===== config.mk =====
export PLATFORM = sky130hd
export DESIGN_NAME = pc_sequencer
export DESIGN_NICKNAME = d
export VERILOG_FILES = /design/src/rtl/pc_sequencer_pkg.sv /design/src/rtl/pc_sequencer_pc_block.sv /design/src/rtl/pc_sequencer.sv
export SDC_FILE = /design/constraint.sdc
export NUM_CORES = 1
export LEC_CHECK = 0
export BUFFER_PORTS_ARGS = -buffer_cell sky130_fd_sc_hd__buf_4
export CAP_MARGIN = 5
export CORE_MARGIN = 3
export CORE_UTILIZATION = 44
export DETAILED_ROUTE_END_ITERATION = 16
export PLACE_DENSITY_LB_ADDON = 0.12
export SYNTH_ARGS = -nofsm -noshare
export SYNTH_HDL_FRONTEND = slang
export SYNTH_SLANG_ARGS = --single-unit

===== constraint.sdc =====
create_clock -name clk -period 4.1 [get_ports clk]
set_input_delay 0.82 -clock clk [delete_from_list [all_inputs] [get_ports clk]]
set_output_delay 0.82 -clock clk [all_outputs]
set_load 0.02 [all_outputs]

===== src/rtl/pc_sequencer_pkg.sv =====
// pc_sequencer_pkg: shared CPU front-end state encodings and default vectors.
package pc_sequencer_pkg;
    typedef enum logic [1:0] {
        BOOT = 2'd0,
        RUN  = 2'd1,
        HALT = 2'd2
    } state_e;
    localparam logic [31:0] DEF_RESET_VEC = 32'h0000_0000;
    localparam logic [31:0] DEF_TRAP_VEC  = 32'h0000_0100;
endpackage


===== src/rtl/pc_sequencer_pc_block.sv =====
// pc_block: program counter register, async reset to RESET_VEC.
module pc_block #(
    parameter logic [31:0] RESET_VEC = pc_sequencer_pkg::DEF_RESET_VEC
) (
    input  logic        rst,
    input  logic        clk,
    input  logic [31:0] next_addr,
    output logic [31:0] curr_addr
);
    always_ff @(posedge clk or posedge rst) begin
        if (rst) curr_addr <= RESET_VEC;
        else     curr_addr <= next_addr;
    end
endmodule


===== src/rtl/pc_sequencer.sv =====
// pc_sequencer: BOOT/RUN/HALT fetch sequencer choosing the next PC among
// trap, halt, stall, jump, branch and sequential advance.
module pc_sequencer
    import pc_sequencer_pkg::*;
#(
    parameter logic [31:0] RESET_VEC = DEF_RESET_VEC,
    parameter logic [31:0] TRAP_VEC  = DEF_TRAP_VEC
) (
    input  logic        clk,
    input  logic        rst,
    input  logic        stall,
    input  logic        jump,
    input  logic [31:0] jump_target,
    input  logic        branch_taken,
    input  logic [31:0] branch_target,
    input  logic        trap_req,
    input  logic        halt_req,
    input  logic        resume,
    output logic [31:0] curr_addr,
    output logic [31:0] pc_plus4,
    output logic        fetch_valid,
    output logic [31:0] epc,
    output logic        misalign,
    output logic [31:0] instr_count,
    output logic [1:0]  state
);
    state_e      state_q, state_d;
    logic [31:0] epc_q, epc_d, cnt_q, cnt_d, next_addr, tgt;
    logic        mis_q, mis_d, fv_q;

    assign pc_plus4 = curr_addr + 32'd4;
    assign tgt      = jump ? jump_target : branch_target;

    pc_block #(.RESET_VEC(RESET_VEC)) u_pc (
        .rst      (rst),
        .clk      (clk),
        .next_addr(next_addr),
        .curr_addr(curr_addr)
    );

    // Priority chain: trap beats everything; HALT only listens to trap/resume.
    always_comb begin
        state_d   = state_q;
        next_addr = curr_addr;
        epc_d     = epc_q;
        mis_d     = 1'b0;
        cnt_d     = cnt_q;
        if (state_q == BOOT) begin
            state_d = RUN;
        end else if (trap_req) begin
            next_addr = TRAP_VEC;
            epc_d     = curr_addr;
            state_d   = RUN;
        end else if (state_q == HALT) begin
            state_d = resume ? RUN : HALT;
        end else if (halt_req) begin
            state_d = HALT;
        end else if (!stall) begin
            if ((jump || branch_taken) && tgt[1:0] != 2'b00) begin
                next_addr = TRAP_VEC;
                epc_d     = curr_addr;
                mis_d     = 1'b1;
            end else begin
                next_addr = (jump || branch_taken) ? tgt : pc_plus4;
                cnt_d     = cnt_q + 32'd1;
            end
        end
    end

    always_ff @(posedge clk or posedge rst) begin
        if (rst) begin
            state_q <= BOOT;
            epc_q   <= '0;
            mis_q   <= 1'b0;
            cnt_q   <= '0;
            fv_q    <= 1'b0;
        end else begin
            state_q <= state_d;
            epc_q   <= epc_d;
            mis_q   <= mis_d;
            cnt_q   <= cnt_d;
            fv_q    <= (state_d == RUN);
        end
    end

    assign fetch_valid = fv_q;
    assign epc         = epc_q;
    assign misalign    = mis_q;
    assign instr_count = cnt_q;
    assign state       = state_q;
endmodule


Yosys cells after proc, flatten, opt, wreduce, memory -nomap -nowiden. Index checks and enable logic that the tools add are counted. W data, S select, Z words.

Register bits after elaboration: 100. Bits in latches: 0. Memory bits (writable): 0. Bits in read-only memories: 0. Input port bits: 72. Output and inout bits: 132. Logic and storage cells: 50. Memories: 0.

Add/subtract/negate cells: 2. $mul: 0. Div/mod/pow operators: 0. Magnitude comparators: 0. Eq/ne operators: 5. Shift operators: 0. Multiplexer cells: 23. Bitwise logic cells: 6. Reduce and logical (&&, ||, !) cells: 8.

Operators with widths (count): $mux W32 (12); $add A32 B1 Y32 const B (1); $add A32 B3 Y32 const B (1); $mux W2 (5); $mux W1 (6); $not A1 Y1 (6); $reduce_and A6 Y1 (1); $reduce_and A5 Y1 (1); $ne A2 B2 Y1 const B (2); $reduce_and A4 Y1 (1); $reduce_bool A2 Y1 (2); $eq A2 B1 Y1 const B (1); $eq A2 B2 Y1 const B (1); $logic_not A2 Y1 (1); $ne A2 B1 Y1 const B (1); $logic_and A1 B1 Y1 (1); $logic_or A1 B1 Y1 (1).

Logic depth before layout (Yosys ltp). Gate-level depths: netlist of the first run.

Depth in word-level cells: 9. Depth in mapped cells: 8. Depth with buffers taken out: 6.

By module. Synthesis of the first run repeated with hierarchy kept, for this count alone.

Cell total of the unflattened synthesis: 536. Area, all modules: 5407.7 um^2.

Modules (own cells, without submodules): pc_sequencer (instances 1, cells each 503, area each 4603.2 um^2, sequential area each 1701.6 um^2); pc_block (instances 1, cells each 33, area each 804.5 um^2, sequential area each 800.8 um^2).

Worst setup path after synthesis of the first run. No wires, ideal clock.

Path type: register -> output. Start point: register u_pc.curr_addr[2]. End point: output pc_plus4[28]. Arrival: 2.010 ns. Data required time: 3.280 ns. Slack: 1.270 ns. Stages on the path, launching flop included: 6. Path buffers: 0. Path through: dfrtp_1 ha_1 and2_1 nand4_4 or4_4 xnor2_1.

Longest elaborated chain between the ends: 1.

RTL lines: start: declaration (line pc_sequencer_pc_block.sv:8) `output logic [31:0] curr_addr`; start signal: assignment (line pc_sequencer_pc_block.sv:12) `else curr_addr <= next_addr;`; $add A32 B3 Y32 (line pc_sequencer.sv:31) `assign pc_plus4 = curr_addr + 32'd4;`; end: declaration (line pc_sequencer.sv:20) `output logic [31:0] pc_plus4,`.

Every way passes these cells.

Final worst setup path of the first run.
Start point: register u_pc.curr_addr[4]. End point: output pc_plus4[21].

The elaborated chain is that of the path after synthesis.

==> summary.txt, run 1 <==
GRT
  – Vias in the first global route: 5143
  – Total grt overflow: 0
  – Initial antenna violation count: 0
  – Largest net degree at the start of global routing: 78
  – Gr usage total: 24.43%
  – First-pass GRT wire length: 27630 µm

Cells and area
  – Fillcell total: 1064
  – Layout Nets: 806
  – Cell Count, Final, Fillers Out: 902
  – Layout cell share with drive strength beyond 1: 36.24%
  – Ant. Diodes: 0
  – Area delta synth->final: 33.77%
  – Final design utilization: 60.53%

Route
  – Routed Antenna Nets: 0
  – WL final: 17070 µm
  – Via/cell ratio: 5.601
  – Routed via count: 5052
  – Drt first pass iters: 5
  – # DRC: 0
  – Wire per inst: 18.92 µm
  – Initial DRC Count: 400

Logic synthesis
  – Synth Area in Compound Gates: 13.06%
  – Post-Synth Simple-Gate Area: 19.52%
  – Yosys warns: 0
  – EDFF count, synth: 0
  – Sequential fraction of the synthesis area: 45.66%
  – Synth Area in Adders: 0.4566%
  – Synth top area cells: dfrtp_1 46%, mux2_2 5.8%, xnor2_1 5.0%
  – Largest family of logic cells by synthesized area: simple AND/OR/NAND/NOR gates
  – FF+latch count, synth: 100
  – Synth top area share: 45.66%
  – Cells after Synth: 549
  – Unique masters post-synth: 63
  – Syn nets: 623
  – Post-synthesis async set-or-reset flop share: 100.0%
  – Mapped Area: 5480 µm²
  – Syn_area_per_cell: 9.982 µm²
  – Synth Area in XOR/XNOR: 8.950%
  – Mux share of post-synthesis cell area: 7.215%
  – Most numerous cell in the Yosys netlist: dfrtp_1
  – Synth area leader: dfrtp_1
  – Post-synth top cells: 100 x dfrtp_1, 52 x nand2_1, 45 x nor2_1
  – Ys flop type: dfrtp_1

Placement
  – Gpl congestion: 0.8388
  – DP Cell Count: 889
  – Place WS: 0.9186 ns
  – Final HPWL DP: 12460 µm
  – I/O Buffers: 203

CTS
  – CTS root buffer: clkbuf_16
  – Max clock buf depth: 2
  – Skew-Pair Late Insertion Delay: 0.34 ns
  – Clock transition at path regs: 0.06 ns
  – Setup bufs post-CTS: 0
  – Sink Count: 100
  – Num CTS Buffers: 9
  – # hold bufs at CTS: 0
  – CTS tree: yes
  – PostCTS Resize Cnt: 0
  – H-tree depth: 3

Timing
  – Hold Violations, Final: 0
  – Worst Max-Slew Pin Slew: 1.080 ns
  – Peak Freq: 0.2956 GHz
  – RSZ-0062 raised after global routing: false
  – PnR worst setup slack: 0.7167 ns
  – Tmin final: 3.383 ns
  – Hold Worst Slack: 0.4855 ns
  – Slew margin rel.: 27.97%
  – Slew Limit Fails: 0
  – Final period util: 82.52%
  – Setup tns final: 0 ns
  – Final setup viols: 0
  – Layout Skew: 0.005750 ns

Setup path
  – Setup Crit Path Kind: register to primary output
  – Worst EP required: 3.28 ns
  – Largest stage delay on the critical path: 0.58 ns
  – Crit-path leading delay family: simple AND/OR/NAND/NOR gates
  – Critical Path Sink Type: primary output
  – Crit-path slowest cell: nor2_1
  – Most used cell, CP: nor2_1
  – R2R Path Start: u_pc.curr_addr[6]
  – Buf/Inv on CP: 1
  – Worst-path cell chain: nand3_1 -> nor2_1 -> nand2_1 -> nor2_1 -> xor2_1 -> buf_4
  – Nature of the critical path startpoint: register
  – Crit-path max FO: 9
  – Arr. time, crit path: 2.56 ns
  – Worst setup path start: u_pc.curr_addr[4]

Die
  – # rows: 40
  – Die Area: 13830 µm²
  – DIE HEIGHT: 117.6 µm
  – Initial Util: 45.25%
  – Num ports: 204
  – Die Wd: 117.6 µm
  – Core ar.: 12110 µm²

Power
  – Pwr/cell area: 326.5 nW/µm²
  – VDD IR max: 0.1526 mV
  – Leak Pwr: 3.734 nW

Min path
  – Worst min path class: register to register
  – Hold Startpoint: epc[18]

Outcome
  – Outcome: finished clean

Flow run
  – Max_cap viols: 0
-- through the flow --
step           power, mW  instance area, µm²
5_1_grt            2.482                7331
3_5_place_dp       1.530                7037
3_3_place_gp       1.525                7037
6_report           2.394                7331
4_1_cts            2.408                7331
2_1_floorplan      1.327                5480
-- cells by family after synthesis --
group                      Yosys count
AOI/OAI and AO/OA                  105
xor gates and xnor gates            56
adders and majority gates            2
buffers and inverters               51
DFF                                100
muxes                               36
and+or+nand+nor                    199
-- state kept, by name (all words and copies together) (netlist names) --
register and flops:
epc 32, fetch_valid 1, instr_count 32, misalign 1
state 2, u_pc.curr_addr 32
-- layer usage --
layer / up-vias / track usage, % / routed length (µm)
met5: - / 0 / 0
li1: 2331 / - / -
met1: 2470 / 32.66 / 7172
met4: 0 / 8.205 / 314
met2: 227 / 39.20 / 8132
met3: 24 / 5.766 / 1445
-- layout make-up --
class | count | area [µm²] | share of cell area (%)
well taps | 168 | 210.2 | 2.867
repair buffers | 207 | 1554 | 21.20
clock inverters | 3 | 65.06 | 0.8875
clock buffers | 10 | 229.0 | 3.123
inverters | 16 | 62.56 | 0.8534
multi-input cells | 398 | 2708 | 36.93
flip-flops and latches | 100 | 2502 | 34.14
-- path summary, 6_finish.rpt --
kind                       slack [ns]            endpoint  cells after the start
max                              0.72        pc_plus4[21]                      6
min                              0.49             epc[18]                      2
max reg2reg                      1.70  u_pc.curr_addr[22]                      4
min reg2reg                      0.49             epc[18]                      2
max in group asynchronous        2.61   u_pc.curr_addr[4]                      3
min in group asynchronous        0.70  u_pc.curr_addr[30]                      2
-- layout by cell type (no fill, tap or decap), drive strengths merged, types with 4 or more instances in the layout --
cell / netlist / final
xor2: 25 / 25
a221oi: 4 / 4
nand2: 52 / 52
or4: 4 / 4
inv: 15 / 15
mux2i: 8 / 8
a31oi: 4 / 4
nor2: 46 / 46
nor4: 7 / 7
dfrtp: 100 / 100
nand3: 23 / 23
xnor2: 31 / 31
o21ai: 35 / 35
a22o: 5 / 5
buf: 21 / 207
nor3: 11 / 11
mux2: 28 / 28
a21oi: 12 / 12
a21o: 5 / 5
clkbuf: 13 / 10
a221o: 5 / 5
and3: 11 / 11
nand4: 20 / 20
o221ai: 4 / 4
a22oi: 10 / 10
and4: 6 / 6
-- worst register-to-register path, delay by kind of cell, from the launching register on --
family           cells  cell delay, ns
AND/OR/NAND/NOR      2            1.11
AO/OA/AOI/OAI        2            0.64
flip-flops           1            0.53
-- report_power, final --
group	internal (mW)	leakage, nW	total [mW]	switching [mW]
clock network	0.524	0.144	0.880	0.356
registers	1.03	1.33	1.09	0.0621
logic	0.185	2.26	0.420	0.235
Note: power is estimated with default switching activity, not from simulation.
==> run 2, diff against run 1 <==
==> constraint.sdc (replaced) <==
create_clock -name clk -period 3.3 [get_ports clk]
set_input_delay 0.66 -clock clk [delete_from_list [all_inputs] [get_ports clk]]
set_output_delay 0.66 -clock clk [all_outputs]
set_load 0.02 [all_outputs]
==> run 2 against run 1 <==
  * Global-route usage shrank 0.10 points
  * Setup slack lost 0.48 ns
  * Count of clock-buffer cells in the layout is the same
  * Non-clock buffer count grew 4
  * Combinational power grew 26%
  * First-iteration DRC count shrank 13%
==> summary.txt, run 2 (synthesis gave the netlist of run 1 again) <==
Route
  – Routed via count: 5081 (+0.57%)
  – Routed Antenna Nets: 0 (unchanged)
  – Initial DRC Count: 350 (-13%)
  – WL final: 17090 µm (+0.16%)
  – Wire per inst: 18.80 µm (-0.61%)
  – Drt first pass iters: 5 (unchanged)
  – # DRC: 0 (unchanged)
  – Via/cell ratio: 5.590 (-0.20%)

Die
  – Die Wd: 117.6 µm (unchanged)
  – Core ar.: 12110 µm² (unchanged)
  – # rows: 40 (unchanged)
  – DIE HEIGHT: 117.6 µm (unchanged)
  – Initial Util: 45.25% (unchanged)
  – Die Area: 13830 µm² (unchanged)
  – Num ports: 204 (unchanged)

Power
  – Pwr/cell area: 401.8 nW/µm² (+23%)
  – VDD IR max: 0.2093 mV (+37%)
  – Tot Pwr: 2.971 mW (+24%)
  – Leak Pwr: 3.758 nW (+0.66%)

CTS
  – Max clock buf depth: 2 (unchanged)
  – Clock transition at path regs: 0.07 ns (about the same)
  – CTS root buffer: clkbuf_16
  – CTS tree: yes
  – Skew-Pair Late Insertion Delay: 0.35 ns (about the same)
  – Setup bufs post-CTS: 0 (unchanged)
  – H-tree depth: 3 (unchanged)
  – Sink Count: 100 (unchanged)
  – Num CTS Buffers: 9 (unchanged)

Setup path
  – Worst EP required: 2.64 ns (-0.64 ns)
  – Setup Crit Path Kind: register to primary output
  – CP Depth: 6 (unchanged)
  – Nature of the critical path startpoint: register
  – Critical Path Sink Type: primary output
  – Worst-path cell chain: nand4_2 -> nor4_2 -> nand2_1 -> nor2_1 -> xor2_1 -> buf_4
  – FF-to-FF path depth: 6 (+2)
  – Crit-path slowest cell: dfrtp_1
  – Buf/Inv on CP: 1 (unchanged)
  – Crit-path leading delay family: simple AND/OR/NAND/NOR gates
  – Crit-path max FO: 9 (unchanged)
  – Largest stage delay on the critical path: 0.51 ns (-0.07 ns)
  – Arr. time, crit path: 2.41 ns (-0.15 ns)

Flow run
  – Max_cap viols: 0 (unchanged)

Timing
  – Slew margin rel.: 24.62% (-3.4 points)
  – Worst Max-Slew Pin Slew: 1.130 ns (+0.05035 ns)
  – Hold Violations, Final: 0 (unchanged)
  – RSZ-0062 raised after global routing: false
  – Slew Limit Fails: 0 (unchanged)
  – Setup tns final: 0 ns (unchanged)
  – Peak Freq: 0.3259 GHz
  – Final setup viols: 0 (unchanged)
  – PnR worst setup slack: 0.2318 ns (-0.4850 ns)
  – Layout Skew: 0.009652 ns (+0.003901 ns)
  – Final period util: 92.98%
  – Tmin final: 3.068 ns

Cells and area
  – Layout Nets: 810 (+0.50%)
  – Area delta synth->final: 34.93%
  – Multi-input logic area: 2710 µm² (about the same)
  – Most frequent cells in the layout: 209 x buf_4, 100 x dfrtp_1, 52 x nand2_1
  – Commonest non-fill, non-tap cell in the layout: buf_4
  – Design Area, Final: 7395 µm² (+0.87%)
  – Ant. Diodes: 0 (unchanged)
  – Layout cell share with drive strength beyond 1: 36.98% (+0.74 points)
  – Register Area: 2502 µm² (unchanged)
  – Fillcell total: 1047 (-1.6%)

GRT
  – First-pass GRT wire length: 27120 µm (-1.8%)
  – Gr usage total: 24.33% (-0.10 points)
  – Initial antenna violation count: 0 (unchanged)
  – Largest net degree at the start of global routing: 59 (-24%)
  – Vias in the first global route: 4933 (-4.1%)
  – Total grt overflow: 0 (unchanged)

Placement
  – Final HPWL DP: 12670 µm (+1.7%)
  – I/O Buffers: 203 (unchanged)
  – Area post-placement: 7092 µm² (+0.78%)
  – Gpl congestion: 0.8375 (-0.15%)
  – Place WS: 0.5961 ns (-0.3225 ns)

Outcome
  – Outcome: finished clean

Min path
  – Worst min path class: input port to asynchronous set/reset pin
-- run 2: layout make-up --
cell class | instances | share of cell area (%)
sequential | 100 | 33.84
inverter | 16 | 0.8460
clock buffer | 10 | 3.096
tap | 168 | 2.843
timing repair buffer | 211 | 21.76
clock inverter | 6 | 0.9645
multi-input combinational | 398 | 36.65
-- run 2: timing repair --
item / 4_1_cts / 5_1_grt
endpoints found under the setup margin: 0 / 2
resized for setup: 0 / 1
hold buffers: 0 / 0
-- run 2: final timing paths --
check | start | end | slack, ns
worst max-delay path | u_pc.curr_addr[6] | pc_plus4[22] | 0.23
worst min-delay path | rst | epc[30] | 0.37
worst max register to register | u_pc.curr_addr[3] | u_pc.curr_addr[28] | 1.10
worst min register to register | instr_count[31] | instr_count[31] | 0.48
max in group asynchronous | rst | epc[11] | 2.20
min in group clk | instr_count[31] | instr_count[31] | 0.48
-- run 2: through the flow --
stage | cells | util (%) | hold WS, ns
global route | 909 | 61.05 | 0.4105
floorplan | 549 | - | 0.5778
global placement | 893 | 58.55 | 0.4593
CTS | 909 | 61.03 | 0.3786
finish | 909 | 61.05 | 0.3695
detailed placement | 893 | 58.55 | 0.4679
-- run 2: layer usage --
metal / vias up / part of all wire (%) / global-route usage (%)
met5: - / 0 / 0
met4: 0 / 1.3 / 6.081
met3: 17 / 8.0 / 6.103
met2: 244 / 47 / 38.91
met1: 2477 / 44 / 33.32
li1: 2343 / - / -
-- run 2: where the power goes --
group          leakage, nW  switching (mW)  internal (mW)
clock network        0.140           0.487          0.596
logic                 2.29           0.295          0.236
registers             1.33          0.0768           1.28
